<file path="config.mk">
export PLATFORM = sky130hd
export DESIGN_NAME = uart_periph
export DESIGN_NICKNAME = d
export VERILOG_FILES = /design/src/rtl/uart_periph.sv
export SDC_FILE = /design/constraint.sdc
export NUM_CORES = 1
export LEC_CHECK = 0
export ABC_AREA = 1
export CORE_UTILIZATION = 49
export CTS_CLUSTER_DIAMETER = 200
export CTS_CLUSTER_SIZE = 12
export DETAILED_ROUTE_END_ITERATION = 8
export PLACE_DENSITY = 0.73
export SKIP_CTS_REPAIR_TIMING = 1
export SLEW_MARGIN = 40
export SYNTH_ARGS = -nofsm -noshare
export SYNTH_HDL_FRONTEND = slang
export SYNTH_SLANG_ARGS = --single-unit
</file>
<file path="constraint.sdc">
create_clock -name clk -period 3.8 [get_ports clk]
set_clock_uncertainty 0.05 [all_clocks]
set_input_delay 0.76 -clock clk [delete_from_list [all_inputs] [get_ports clk]]
set_output_delay 0.76 -clock clk [all_outputs]
set_load 0.01 [all_outputs]
</file>
<file path="src/rtl/uart_periph.sv">
// rtl/uart_periph.sv - memory-mapped 8N1 UART with TX holding register and RX FIFO
module uart_periph #(
  parameter int CLKS_PER_BIT = 868,
  parameter int RX_DEPTH     = 4
) (
  input  logic        clk,
  input  logic        rst_n,
  input  logic        uart_enable,
  input  logic        we,
  input  logic [3:0]  addr,
  input  logic [31:0] wdata,
  output logic [31:0] uart_data,
  input  logic        rx,
  output logic        tx
);

  localparam int CW = $clog2(CLKS_PER_BIT);
  localparam int AW = $clog2(RX_DEPTH);
  localparam logic [CW-1:0] BIT_LAST  = CW'(CLKS_PER_BIT - 1);
  localparam logic [CW-1:0] HALF_LAST = CW'(CLKS_PER_BIT / 2 - 1);

  localparam logic [1:0] ST_IDLE  = 2'd0;
  localparam logic [1:0] ST_START = 2'd1;
  localparam logic [1:0] ST_DATA  = 2'd2;
  localparam logic [1:0] ST_STOP  = 2'd3;

  // bus decode
  logic sel_data, sel_stat, rd_pop, wr_data, wr_stat;

  // transmit side
  logic [7:0]    thr;
  logic          thr_full;
  logic [1:0]    tx_state;
  logic [CW-1:0] tx_cnt;
  logic [2:0]    tx_bit;
  logic [7:0]    tx_shift;
  logic          tx_load;

  // receive side
  logic          rx_meta, rx_sync;
  logic [1:0]    rx_state;
  logic [CW-1:0] rx_cnt;
  logic [2:0]    rx_bit;
  logic [7:0]    rx_shift;
  logic          stop_done, stop_bit;
  logic          rx_push, rx_ferr;

  // receive FIFO and sticky flags
  logic [7:0]    mem [RX_DEPTH];
  logic [AW:0]   wptr, rptr;
  logic          fifo_empty, fifo_full, push_ok;
  logic          overrun, frame_err;
  logic [5:0]    status;

  // only a handful of write-data bits carry meaning
  logic          unused_wdata;
  assign unused_wdata = ^wdata[31:8];

  assign sel_data = uart_enable && (addr == 4'h0);
  assign sel_stat = uart_enable && (addr == 4'h4);
  assign rd_pop   = sel_data && !we && !fifo_empty;
  assign wr_data  = sel_data && we;
  assign wr_stat  = sel_stat && we;

  assign tx_load  = (tx_state == ST_IDLE) && thr_full;

  assign fifo_empty = (wptr == rptr);
  assign fifo_full  = (wptr[AW] != rptr[AW]) && (wptr[AW-1:0] == rptr[AW-1:0]);
  // a pop in the same cycle frees the slot the push needs
  assign push_ok    = rx_push && (!fifo_full || rd_pop);

  assign rx_push = (rx_state == ST_STOP) && stop_done && stop_bit;
  assign rx_ferr = (rx_state == ST_STOP) && stop_done && !stop_bit;

  assign status = {frame_err, overrun, (tx_state != ST_IDLE), !thr_full, fifo_full, !fifo_empty};

  // holding register: accept a byte only while empty, release it to the shifter
  always_ff @(posedge clk or negedge rst_n) begin
    if (!rst_n) begin
      thr      <= 8'h00;
      thr_full <= 1'b0;
    end else if (tx_load) begin
      thr_full <= 1'b0;
    end else if (wr_data && !thr_full) begin
      thr      <= wdata[7:0];
      thr_full <= 1'b1;
    end
  end

  // transmit FSM: start bit, 8 data bits LSB first, stop bit
  always_ff @(posedge clk or negedge rst_n) begin
    if (!rst_n) begin
      tx_state <= ST_IDLE;
      tx_cnt   <= '0;
      tx_bit   <= 3'd0;
      tx_shift <= 8'h00;
      tx       <= 1'b1;
    end else begin
      case (tx_state)
        ST_IDLE: begin
          tx <= 1'b1;
          if (thr_full) begin
            tx_shift <= thr;
            tx_cnt   <= '0;
            tx       <= 1'b0;
            tx_state <= ST_START;
          end
        end
        ST_START: begin
          if (tx_cnt == BIT_LAST) begin
            tx_cnt   <= '0;
            tx_bit   <= 3'd0;
            tx       <= tx_shift[0];
            tx_state <= ST_DATA;
          end else begin
            tx_cnt <= tx_cnt + 1'b1;
          end
        end
        ST_DATA: begin
          if (tx_cnt == BIT_LAST) begin
            tx_cnt <= '0;
            if (tx_bit == 3'd7) begin
              tx       <= 1'b1;
              tx_state <= ST_STOP;
            end else begin
              tx_bit   <= tx_bit + 1'b1;
              tx_shift <= {1'b0, tx_shift[7:1]};
              tx       <= tx_shift[1];
            end
          end else begin
            tx_cnt <= tx_cnt + 1'b1;
          end
        end
        default: begin
          if (tx_cnt == BIT_LAST) begin
            tx_cnt   <= '0;
            tx_state <= ST_IDLE;
          end else begin
            tx_cnt <= tx_cnt + 1'b1;
          end
        end
      endcase
    end
  end

  // two-flop synchronizer for the asynchronous serial input, idles high
  always_ff @(posedge clk or negedge rst_n) begin
    if (!rst_n) begin
      rx_meta <= 1'b1;
      rx_sync <= 1'b1;
    end else begin
      rx_meta <= rx;
      rx_sync <= rx_meta;
    end
  end

  // receive FSM: confirm start at mid-bit, then sample every bit period
  always_ff @(posedge clk or negedge rst_n) begin
    if (!rst_n) begin
      rx_state  <= ST_IDLE;
      rx_cnt    <= '0;
      rx_bit    <= 3'd0;
      rx_shift  <= 8'h00;
      stop_done <= 1'b0;
      stop_bit  <= 1'b0;
    end else begin
      case (rx_state)
        ST_IDLE: begin
          stop_done <= 1'b0;
          if (!rx_sync) begin
            rx_cnt   <= '0;
            rx_state <= ST_START;
          end
        end
        ST_START: begin
          if (rx_cnt == HALF_LAST) begin
            rx_cnt   <= '0;
            rx_bit   <= 3'd0;
            rx_state <= rx_sync ? ST_IDLE : ST_DATA;
          end else begin
            rx_cnt <= rx_cnt + 1'b1;
          end
        end
        ST_DATA: begin
          if (rx_cnt == BIT_LAST) begin
            rx_cnt   <= '0;
            rx_shift <= {rx_sync, rx_shift[7:1]};
            if (rx_bit == 3'd7) begin
              rx_state <= ST_STOP;
            end else begin
              rx_bit <= rx_bit + 1'b1;
            end
          end else begin
            rx_cnt <= rx_cnt + 1'b1;
          end
        end
        default: begin
          // stop bit is captured at mid-bit; the byte is resolved one cycle later
          if (stop_done) begin
            stop_done <= 1'b0;
            rx_cnt    <= '0;
            rx_state  <= ST_IDLE;
          end else if (rx_cnt == BIT_LAST) begin
            stop_bit  <= rx_sync;
            stop_done <= 1'b1;
          end else begin
            rx_cnt <= rx_cnt + 1'b1;
          end
        end
      endcase
    end
  end

  // FIFO storage needs no reset; pointers define validity
  always_ff @(posedge clk) begin
    if (push_ok) mem[wptr[AW-1:0]] <= rx_shift;
  end

  // FIFO pointers, one extra bit to tell full from empty
  always_ff @(posedge clk or negedge rst_n) begin
    if (!rst_n) begin
      wptr <= '0;
      rptr <= '0;
    end else begin
      if (push_ok) wptr <= wptr + 1'b1;
      if (rd_pop)  rptr <= rptr + 1'b1;
    end
  end

  // sticky error flags; a set event outranks a same-cycle clear
  always_ff @(posedge clk or negedge rst_n) begin
    if (!rst_n) begin
      overrun   <= 1'b0;
      frame_err <= 1'b0;
    end else begin
      if (rx_push && fifo_full && !rd_pop) overrun <= 1'b1;
      else if (wr_stat && wdata[4])        overrun <= 1'b0;
      if (rx_ferr)                         frame_err <= 1'b1;
      else if (wr_stat && wdata[5])        frame_err <= 1'b0;
    end
  end

  // combinational read data for the CPU read-data select stage
  always_comb begin
    uart_data = 32'h0;
    if (uart_enable) begin
      case (addr)
        4'h0:    if (!fifo_empty) uart_data = {24'h0, mem[rptr[AW-1:0]]};
        4'h4:    uart_data = {26'h0, status};
        default: uart_data = 32'h0;
      endcase
    end
  end

endmodule

</file>
==> results of run 1 <==
==> area by class of cell <==
class,count,area [um^2]
Clock buffer,9,124
Clock inverter,7,58.8
Fill cell,931,4640
Inverter,71,269
Multi-Input combinational cell,430,2300
Sequential cell,100,2670
Tap cell,136,170
Timing Repair Buffer,29,278
==> report_power, final <==
part	leakage, uW	switching, uW	internal [uW]	total (uW)
combinational	0.00153	53.8	39.2	93.0
sequential	0.00124	12.1	1130	1140
clock	0.0000868	388	247	635
total	0.00285	454	1420	1870
==> registers in the layout, indices dropped and copies added (netlist names), 2 cells and up <==
register  flops
rx_cnt       10
mem          32
tx_cnt       10
rptr          3
rx_bit        3
tx_state      2
tx_bit        3
thr           8
tx_shift      8
wptr          3
rx_shift      8
rx_state      2
==> cells by family (layout without fill, tap and decap cells) <==
kind of cell / after synthesis / in the layout
buffers and inverters: 105 / 116
and+or+nand+nor: 298 / 298
AOI/OAI and AO/OA: 69 / 69
adders and majority gates: 22 / 22
DFF: 100 / 100
xor gates and xnor gates: 12 / 12
other: 1 / 24
muxes: 5 / 5
==> layer usage <==
layer	wire length (um)	global-route usage, %	vias to the layer above
met1	4550	24.3	1906
met4	131	5.09	0
met3	357	4.62	11
met2	5100	33.5	82
met5	0	0	-
li1	-	-	1985
==> worst max-delay path: stages <==
cell and delay [ps]:
clkdlybuf4s50_1 410, nor2_2 130, nand2_1 60, nor2_1 290
nand2_1 150, a21boi_0 280, clkdlybuf4s50_1 580
==> final timing paths <==
path	from	end	depth (start not counted)
max	addr[1]	uart_data[0]	7
min in group clk	rx_meta	rx_sync	0
max reg2reg	rptr[0]	mem[2][1]	6
min	rst_n	overrun	1
min reg2reg	rx_meta	rx_sync	0
max in group asynchronous	rst_n	tx	2
==> cells in the final DEF, fill, tap and decap left out, types with 9 or more instances in the layout <==
| cell type | Yosys | final |
|---|---|---|
| inv_1 | 58 | 58 |
| nand2_1 | 163 | 163 |
| nor2_1 | 50 | 50 |
| conb_1 | 1 | 24 |
| clkdlybuf4s50_1 | 0 | 24 |
| nand2_2 | 9 | 9 |
| ha_1 | 22 | 22 |
| nand3_1 | 38 | 38 |
| dfrtp_1 | 65 | 65 |
| o21ai_0 | 39 | 39 |
| clkbuf_8 | 0 | 9 |
| edfxtp_1 | 32 | 32 |
| o22ai_1 | 9 | 9 |
| a21oi_1 | 9 | 9 |
==> through the flow <==
| stage | utilization [%] | hold slack [ps] | setup slack, ps | area, um^2 |
|---|---|---|---|---|
| 2_1_floorplan | - | 295 | 1420 | 5480 |
| 3_3_place_gp | 54.1 | 306 | 392 | 5680 |
| 3_5_place_dp | 54.1 | 305 | 355 | 5680 |
| 4_1_cts | 55.8 | 319 | 347 | 5870 |
| 5_1_grt | 55.8 | 287 | 99.8 | 5870 |
| 6_report | 55.8 | 265 | 330 | 5870 |
==> out/summary.txt, run 1 <==
Synth Area in Simple Gates: 25.7%
first-pass GRT wire length: 17400 um
core area: 10500 um^2
Post-synth top flop: dfrtp_1
top-area cell type share of the netlist area: 30.1%
die height: 107 um
async set-reset flop share out of synthesis: 68.0%
fin. max-slew vios: 0
CTS buffer count: 9
wire length per cell: 13.0 um
vias: 3984
Worst-path clk slew: 110 ps
Worst Path Arrival: 2660 ps
Post-Route WL: 10100 um
Antenna diodes: 0
Overall Power: 1870 uW
vias per cell: 5.09
Yosys reg bits: 100
Cell Count, Final, Fillers Out: 782
DIE WIDTH: 107 um
static leakage: 0.00285 uW
maxcap violations: 0
crit start category: input port
R2R setup slack: 1530 ps
Port Buf Inserts: 25
post-synthesis sequential area ratio: 49.4%
Compound-Gate Fraction of Synth Area: 7.00%
yosys warns: 0
Fmax achieved: 0.288 GHz
Initial Utilization: 51.3%
post-DP HPWL: 7320 um
Final min period: 3470 ps
Worst Setup End Kind: output port
Required @ worst endpoint: 2990 ps
CTS Buffer Depth: 2
Max rail drop VDD: 0.282 mV
post-synthesis mux area share: 1.25%
Ports: 74
vias in the first global route: 3891
fin crit share: 91.3%
Post-Synthesis Cells: 612
final setup fails: 0
Yosys cell types: 42
H-tree levels: 3
grt ovf: 0
synth top area cells: dfrtp_1 30%, edfxtp_1 18%, nand2_1 11%, ha_1 5.1%, inv_1 4.0%
layout cells sized above 1: 10.8%
syn_area_per_cell: 8.82 um^2
Post-synth top cells: 163 x nand2_1, 65 x dfrtp_1, 58 x inv_1, 50 x nor2_1, 39 x o21ai_0
Synth Area in Adders: 5.10%
Tot GR Track Use: 19.4%
Crit Path Class: input port to output port
# DRC: 0
count leader, synth: nand2_1
critical path peak fanout: 6
Layout area overhead: 8.77%
CTS Sinks: 100
Final Wtd Congestion: 0.882
die area: 11400 um^2
Post-synth EDFFs: 32
Slew HR: 52.5%
Routed Antenna Nets: 0
DR pass1 iterations: 4
Tightest Pin Transition: 710 ps
largest family of logic cells by synthesized area: simple AND/OR/NAND/NOR gates
outcome: finished, final reports clean
largest net degree at the start of global routing: 34
Hold Crit Class: input port to asynchronous set/reset pin
RSZ-0062 raised after global routing: no
worst skew pair latency: 370 ps
Synth Area in XOR/XNOR: 1.95%
placed cells: 766
Root Buffer: clkbuf_8
Cell Area, Synth: 5400 um^2
Final Hold Fails: 0
power per cell area: 318 nW/um^2
initial antenna violation count: 0
Iter 0 DRT Violations: 235
Fin Setup TNS: 0 ps
fin nets: 704
area leader, netlist: dfrtp_1
Rows: 37
TritonCTS clock tree: done
Power figures use the tool's default switching activity.
==> inputs of run 2 (changes only) <==
--- a/config.mk
+++ b/config.mk
@@ -6,11 +6,13 @@
 export NUM_CORES = 1
 export LEC_CHECK = 0
 export ABC_AREA = 1
+export CAP_MARGIN = 20
 export CORE_UTILIZATION = 49
 export CTS_CLUSTER_DIAMETER = 200
 export CTS_CLUSTER_SIZE = 12
 export DETAILED_ROUTE_END_ITERATION = 8
 export PLACE_DENSITY = 0.73
+export REMOVE_ABC_BUFFERS = 1
 export SKIP_CTS_REPAIR_TIMING = 1
 export SLEW_MARGIN = 40
 export SYNTH_ARGS = -nofsm -noshare
==> run 2 against run 1 <==
Fmax grew 2.4%. Die area stayed put. Global-route usage down 0.31 points. Clock power increased by 5.2%. Cell area grew 0.32%. Critical path type unchanged. Largest power group unchanged. Setup slack better by 83 ps.
==> out/summary.txt, run 2 (same netlist as run 1, synthesis figures left out) <==
Rows: 37
static leakage: 0.00286 uW
Final Hold Fails: 0
Fmax achieved: 0.295 GHz
vias: 3926
Port Buf Inserts: 25
H-tree levels: 3
Int Power: 1430 uW
Initial Utilization: 51.3%
core area: 10500 um^2
Ports: 74
M1 WL: 4660 um
Post-Route WL: 9960 um
post-DP HPWL: 7200 um
worst slack at placement: 401 ps
Final WS setup: 412 ps
top layer in use: met4
Worst Setup End Kind: output port
fin. max-slew vios: 0
# DRC: 0
layout cells sized above 1: 10.8%
Required @ worst endpoint: 2990 ps
Slew HR: 47.3%
sequential share of power: 60.0%
Final min period: 3390 ps
largest net degree at the start of global routing: 27
grt ovf: 0
max reg flops: 32
die area: 11400 um^2
first-pass GRT wire length: 17200 um
CTS Sinks: 100
Routed Antenna Nets: 0
wire length per cell: 12.7 um
power per cell area: 323 nW/um^2
Hold Crit Class: input port to asynchronous set/reset pin
most common cell after layout, fill and taps aside: nand2_1
Root Buffer: clkbuf_8
initial antenna violation count: 0
die height: 107 um
Fin Setup TNS: 0 ps
crit start category: input port
fin crit share: 89.1%
critical path peak fanout: 6
Tightest Pin Transition: 787 ps
Max rail drop VDD: 0.183 mV
maxcap violations: 0
vias per cell: 5.02
Sw Share: 24.9%
P_sw: 474 uW
placed cells: 766
Worst R2R Path Depth: 7
vias in the first global route: 3799
Cell Count, Final, Fillers Out: 782
Worst-path clk slew: 110 ps
Comb pwr share: 4.9%
met3 wire len: 406 um
Crit Path Class: input port to output port
Tot GR Track Use: 19.1%
RSZ-0062 raised after global routing: no
Layout area overhead: 9.11%
wire length on met2: 4790 um
CTS buffer count: 9
Final Wtd Congestion: 0.862
Final Util: 56.0%
Antenna diodes: 0
TritonCTS clock tree: done
fin nets: 704
DR pass1 iterations: 5
outcome: finished, final reports clean
Worst Path Arrival: 2580 ps
clock power share: 35.1%
worst skew pair latency: 360 ps
CTS Buffer Depth: 2
most frequent cells in the layout: 163 x nand2_1, 65 x dfrtp_1, 58 x inv_1, 50 x nor2_1, 39 x o21ai_0
DIE WIDTH: 107 um
final setup fails: 0
Iter 0 DRT Violations: 179
run 2: changes by cell type in the layout (fill, tap and decap cells not counted):
cell / before / now
inv_6: 3 / 0
clkinv_8: 0 / 2
inv_8: 0 / 2
buf_2: 0 / 1
buf_4: 5 / 4
clkinvlp_4: 2 / 1
run 2: routing by layer:
metal	up-vias	global-route usage (%)
li1	1992	-
met1	1842	25.0
met2	80	31.9
met3	12	4.13
met4	0	5.19
met5	-	0
run 2: area by class of cell:
class                           instances  area, um^2
Fill cell                             917        4620
Sequential cell                       100        2670
Multi-Input combinational cell        430        2300
Timing Repair Buffer                   29         275
Inverter                               71         269
Tap cell                              136         170
Clock buffer                            9         124
Clock inverter                          7        80.1
run 2: worst max-delay path, cell delays in order:
cell	delay, ps
clkdlybuf4s50_1	410
nor2_2	120
nand2_1	60
nor2_1	260
nand2_1	150
a21boi_0	240
clkdlybuf4s50_1	580
run 2: worst paths after layout:
kind,slack (ps),endpoint,startpoint
max in group asynchronous,2620,rx_sync,rst_n
setup / recovery,410,uart_data[0],addr[1]
hold / removal,300,tx_bit[2],rst_n
hold reg to reg,310,rx_sync,rx_meta
setup reg to reg,1510,mem[1][1],rptr[0]
min in group clk,310,rx_sync,rx_meta
run 2: stage by stage:
step | total power, uW | hold slack, ps | area (um^2)
final | 1900 | 304 | 5890
after floorplan | 1210 | 295 | 5240
after detailed placement | 1260 | 297 | 5680
after global placement | 1250 | 297 | 5680
after global routing | 1990 | 309 | 5890
after CTS | 1930 | 296 | 5890
run 2: power by group through the flow:
stage,logic [uW],registers (uW),clock network (uW)
after floorplan,50.3,1160,0
after global placement,91.3,1160,0
after detailed placement,93.9,1160,0
after CTS,94.5,1140,694
after global routing,107,1140,739
final,93.0,1140,668
==> edit 1: new RTL, settings of run 1 <==
Make the reset (`rst_n`) synchronous in 6 clocked blocks. Comments in the files are not updated.
--- a/src/rtl/uart_periph.sv
+++ b/src/rtl/uart_periph.sv
@@ -75,7 +75,7 @@
   assign status = {frame_err, overrun, (tx_state != ST_IDLE), !thr_full, fifo_full, !fifo_empty};
 
   // holding register: accept a byte only while empty, release it to the shifter
-  always_ff @(posedge clk or negedge rst_n) begin
+  always_ff @(posedge clk) begin
     if (!rst_n) begin
       thr      <= 8'h00;
       thr_full <= 1'b0;
@@ -88,7 +88,7 @@
   end
 
   // transmit FSM: start bit, 8 data bits LSB first, stop bit
-  always_ff @(posedge clk or negedge rst_n) begin
+  always_ff @(posedge clk) begin
     if (!rst_n) begin
       tx_state <= ST_IDLE;
       tx_cnt   <= '0;
@@ -144,7 +144,7 @@
   end
 
   // two-flop synchronizer for the asynchronous serial input, idles high
-  always_ff @(posedge clk or negedge rst_n) begin
+  always_ff @(posedge clk) begin
     if (!rst_n) begin
       rx_meta <= 1'b1;
       rx_sync <= 1'b1;
@@ -155,7 +155,7 @@
   end
 
   // receive FSM: confirm start at mid-bit, then sample every bit period
-  always_ff @(posedge clk or negedge rst_n) begin
+  always_ff @(posedge clk) begin
     if (!rst_n) begin
       rx_state  <= ST_IDLE;
       rx_cnt    <= '0;
@@ -217,7 +217,7 @@
   end
 
   // FIFO pointers, one extra bit to tell full from empty
-  always_ff @(posedge clk or negedge rst_n) begin
+  always_ff @(posedge clk) begin
     if (!rst_n) begin
       wptr <= '0;
       rptr <= '0;
@@ -228,7 +228,7 @@
   end
 
   // sticky error flags; a set event outranks a same-cycle clear
-  always_ff @(posedge clk or negedge rst_n) begin
+  always_ff @(posedge clk) begin
     if (!rst_n) begin
       overrun   <= 1'b0;
       frame_err <= 1'b0;
Formal check against the unedited RTL: differs if rst_n is asserted again (counterexample within 4 cycles, from zero or initial values and one cycle with rst_n low); with rst_n held inactive, the same outputs for 10 cycles.
==> edit 1 against run 1 <==
- sequential cell count up 2
- cell area down 5.7%
- worst setup slack better by 0.14 ns
- synthesized area down 6.5%
- routed wire length down 4.7%
- worst hold slack better by 0.12 ns
- critical path type unchanged
- highest routed layer unchanged
Power is not compared: it rests on default switching activity, and its combinational part moved more than twofold at a synthesized area within 25%.
==> edit 1: results (changes against run 1) <==
- Critical-path maximum fanout: 4 (-2)
- Final wirelength: 9.66 mm (-4.7%)
- Worst Reg-to-Reg Cells: 5 (-1)
- Psw: 0.682 mW
- Final nets: 723 (+2.7%)
- RR Startpoint: rx_state[1]
- First-pass GRT wire length: 16.0 mm (-8.4%)
- Drt pass-1 iters: 5 (+1)
- Yosys warning count: 0 (unchanged)
- GRT Total Usage: 0.193 (-0.000504)
- CP Capture Point: uart_data[3]
- Vias in the first global route: 3573 (-8.2%)
- Fill cells: 896 (-3.8%)
- Dpl hpwl: 7.05 mm (-3.6%)
- DP Area: 0.00533 mm² (-6.2%)
- Total number of vias: 4014 (+0.75%)
- Status: finished clean
- R2r setup slk: 1.55 ns (+0.02 ns)
- Initial DRC count: 176 (-25%)
- Top_reg_cell synth: dfxtp_1
- Synth area leaders: dfxtp_1 28%, edfxtp_1 19%, nand2_1 9.2%, a21oi_1 5.8%, nor2_1 5.6%
- Hold Path Class: reg2reg
- Worst Setup SP: addr[1]
- Worst hold stages: 1
- Commonest cells in the synthesized netlist: 123 x nand2_1, 75 x nor2_1, 70 x dfxtp_1
- Max VDD drop: 0.193 mV
- CP arrival: 2.52 ns (-0.14 ns)
- Capturing point of the worst reg2reg path: mem[1][4]
- Max-slew headroom at the worst pin: 0.515 (-0.0101)
- GP Congestion: 0.883 (about the same)
- Synth unique cells: 39 (-7.1%)
- Fraction of layout cells with a size suffix above 1: 0.0647 (-0.0437)
- Sequential fraction of the synthesis area: 0.468 (-0.0259)
- Largest net degree at the start of global routing: 25 (-26%)
- Ys async rst share: 0 (-0.680)
## edit 1: cell types whose count changed in the layout (fill, tap and decap cells not counted), moves of 6 or more
cell / run 1 / this run
dfxtp_1: 0 / 70
dfrtp_1: 65 / 0
nand2_1: 163 / 123
nand2_2: 9 / 3
nand3_1: 38 / 52
a21oi_1: 9 / 58
o21ai_0: 39 / 47
nor2_1: 50 / 75
## edit 1: logic make-up after synthesis
kind of cell | after synthesis | share of synthesized area
buffers and inverters | 105 | 0.101
xor gates and xnor gates | 6 | 0.0104
DFF | 102 | 0.468
AOI/OAI and AO/OA | 122 | 0.127
adders and majority gates | 22 | 0.0546
muxes | 1 | 0.00223
and+or+nand+nor | 274 | 0.236
other | 1 | 0.000743
## edit 1: how the worst min path moves through the flow
stage	from	endpoint	slack [ns]
final	rx_meta	rx_sync	0.38
after CTS	rx_meta	rx_sync	0.38
after global routing	rx_meta	rx_sync	0.42
after detailed placement	rx_meta	rx_sync	0.35
after floorplan	rx_meta	rx_sync	0.34
after global placement	rx_meta	rx_sync	0.35
## edit 1: final cells by class
type / count / area (µm²) / share of cell area
Clock buffer: 9 / 124 / 0.0224
Sequential cell: 102 / 2360 / 0.427
Multi-Input combinational cell: 449 / 2260 / 0.408
Clock inverter: 7 / 68.8 / 0.0124
Timing Repair Buffer: 32 / 307 / 0.0554
Tap cell: 133 / 166 / 0.0301
Inverter: 66 / 248 / 0.0448
## edit 1: routing by layer
| layer | part of all wire | wire length, µm | up-vias | global-route usage |
|---|---|---|---|---|
| li1 | - | - | 2096 | - |
| met1 | 0.46 | 4420 | 1820 | 0.239 |
| met2 | 0.49 | 4690 | 85 | 0.332 |
| met3 | 0.045 | 438 | 13 | 0.0477 |
| met4 | 0.011 | 110 | 0 | 0.0607 |
| met5 | 0 | 0 | - | 0 |
## edit 1: stage by stage
| stage | worst slack [ns] | cells | power [mW] | utilization |
|---|---|---|---|---|
| detailed placement | 0.460 | 781 | 1.55 | 0.540 |
| floorplan | 1.45 | 656 | 1.50 | - |
| finish | 0.469 | 798 | 2.20 | 0.561 |
| global placement | 0.523 | 781 | 1.54 | 0.540 |
| CTS | 0.456 | 797 | 2.22 | 0.560 |
| global route | 0.264 | 798 | 2.33 | 0.561 |
## edit 1: worst max-delay path, cell delays in order
cell and delay [ns]:
clkdlybuf4s50_1 0.39, nor2_1 0.18, nand3_1 0.12, nor2_1 0.22, inv_1 0.10, o21ai_0 0.18
clkdlybuf4s50_1 0.56
==> edit 2: new RTL, config.mk and constraints of run 1 <==
Without the edit above. Set the parameter `CLKS_PER_BIT` to 3472 (it was 868).
--- a/src/rtl/uart_periph.sv
+++ b/src/rtl/uart_periph.sv
@@ -1,6 +1,6 @@
 // rtl/uart_periph.sv - memory-mapped 8N1 UART with TX holding register and RX FIFO
 module uart_periph #(
-  parameter int CLKS_PER_BIT = 868,
+  parameter int CLKS_PER_BIT = 3472,
   parameter int RX_DEPTH     = 4
 ) (
   input  logic        clk,
Behaviour: same outputs for any inputs over 10 cycles, from zero or initial values and one cycle with rst_n low; that may be too few to reach the edited logic, so the function may still have changed.
==> edit 2 against run 1 <==
- synthesized cell count shrank 3.4%
- routed wire length is 0.31% higher
- sequential cell count up 4
- cell area is 2.2% higher
- worst setup slack worse by 0.073 ns
- synthesized area grew 1.3%
- highest routed layer unchanged
Power is not compared: it rests on default switching activity, and its combinational part moved more than twofold at a synthesized area within 25%.
==> edit 2: results (changes against run 1) <==
- GRT Total Usage: 0.192 (-0.00194)
- Largest net degree at the start of global routing: 43 (+26%)
- Fill cells: 981 (+5.4%)
- Worst setup margin: 0.257 ns (-0.0726 ns)
- Synth unique cells: 39 (-7.1%)
- Slew Viols, Final: 0 (unchanged)
- Cells after DPL: 755 (-1.4%)
- Hold Path Class: in2async
- Synth area leaders: dfrtp_1 32%, edfxtp_1 18%, nand2_1 8.6%, ha_1 4.8%, o21ai_0 4.6%
- CP arrival: 2.73 ns (+0.07 ns)
- Max-slew headroom at the worst pin: 0.478 (-0.0472)
- Dpl hpwl: 7.39 mm (+1.0%)
- DP Worst Slack: 0.294 ns (-0.0610 ns)
- Capturing point of the worst reg2reg path: mem[3][6]
- Mean Syn Cell Area: 9.25 µm² (+4.9%)
- Fraction of layout cells with a size suffix above 1: 0.111 (+0.00258)
- Via density: 5.03 (-1.3%)
- Status: finished clean
- Clock latency on the worst-skew pair: 0.39 ns (+0.02 ns)
- R2r setup slk: 1.67 ns (+0.14 ns)
- Vias in the first global route: 3614 (-7.1%)
- Worst Reg-to-Reg Cells: 7 (+1)
- Routed wire per std cell: 13.2 µm (+1.7%)
- First-pass GRT wire length: 16.9 mm (-3.1%)
- Sequential fraction of the synthesis area: 0.506 (+0.0119)
- Critical-path maximum fanout: 8 (+2)
- RR Startpoint: rptr[1]
- Commonest cells in the synthesized netlist: 125 x nand2_1, 69 x dfrtp_1, 61 x inv_1
- CP Capture Point: uart_data[4]
- Ys async rst share: 0.692 (+0.0123)
- Final nets: 688 (-2.3%)
- Top cell type's share of synthesized area: 0.316 (+0.0144)
- Met1 Wirelength: 4.73 mm (+3.8%)
- GP Congestion: 0.842 (-4.6%)
- DR WL met3: 248 µm (-31%)
- Total number of vias: 3878 (-2.7%)
- Initial DRC count: 139 (-41%)
-- edit 2: cell types whose count changed after synthesis, sizes merged, moves of 5 or more --
cell	change
clkinv	-5
mux2	+9
mux2i	+7
nand2	-44
nand3	-10
o21ai	+19
-- edit 2: cell families (layout without fill, tap and decap cells) --
group | Yosys count | count (layout) | synth area share
DFF | 104 | 104 | 0.506
xor gates and xnor gates | 14 | 14 | 0.0224
buffers and inverters | 95 | 112 | 0.0858
muxes | 21 | 21 | 0.0417
AOI/OAI and AO/OA | 87 | 87 | 0.0934
other | 1 | 24 | 0.000686
and+or+nand+nor | 248 | 248 | 0.202
adders and majority gates | 21 | 21 | 0.0481
-- edit 2: worst min path at each step --
stage                       start        end  slack (ns)  cells after the start
final                       rst_n  tx_cnt[4]        0.12                      1
after global routing        rst_n  tx_cnt[4]        0.12                      1
after CTS                   rst_n  tx_cnt[4]        0.12                      1
after detailed placement  rx_meta    rx_sync        0.30                      0
after global placement    rx_meta    rx_sync        0.30                      0
after floorplan           rx_meta    rx_sync        0.30                      0
-- edit 2: final cells by class --
cell class	count	area, µm²	share of cell area
well taps	140	175	0.0292
flip-flops and latches	104	2770	0.461
multi-input cells	415	2320	0.386
repair buffers	34	313	0.0521
clock buffers	9	124	0.0207
clock inverters	7	70.1	0.0117
inverters	62	233	0.0388
-- edit 2: power groups by stage --
| stage | clock (mW) | sequential (mW) | combinational (mW) |
|---|---|---|---|
| after floorplan | 0 | 1.22 | 0.244 |
| after global placement | 0 | 1.23 | 0.324 |
| after detailed placement | 0 | 1.23 | 0.331 |
| after CTS | 0.701 | 1.21 | 0.332 |
| after global routing | 0.753 | 1.21 | 0.373 |
| final | 0.686 | 1.21 | 0.330 |
-- edit 2: per-stage QoR --
stage / instance area (µm²) / total power [mW]
2_1_floorplan: 5550 / 1.46
3_3_place_gp: 5800 / 1.55
3_5_place_dp: 5800 / 1.56
4_1_cts: 6000 / 2.24
5_1_grt: 6000 / 2.34
6_report: 6000 / 2.22
-- edit 2: routing by layer --
layer  track usage  vias to the layer above
li1              -                     1979
met1         0.246                     1843
met2         0.318                       45
met3        0.0351                       11
met4        0.0832                        0
met5             0                        -
-- edit 2: critical path: stages --
cell             delay, ns
clkdlybuf4s50_1       0.42
nor3_1                0.20
nand3_1               0.29
o21ai_0               0.44
clkdlybuf4s50_1       0.62
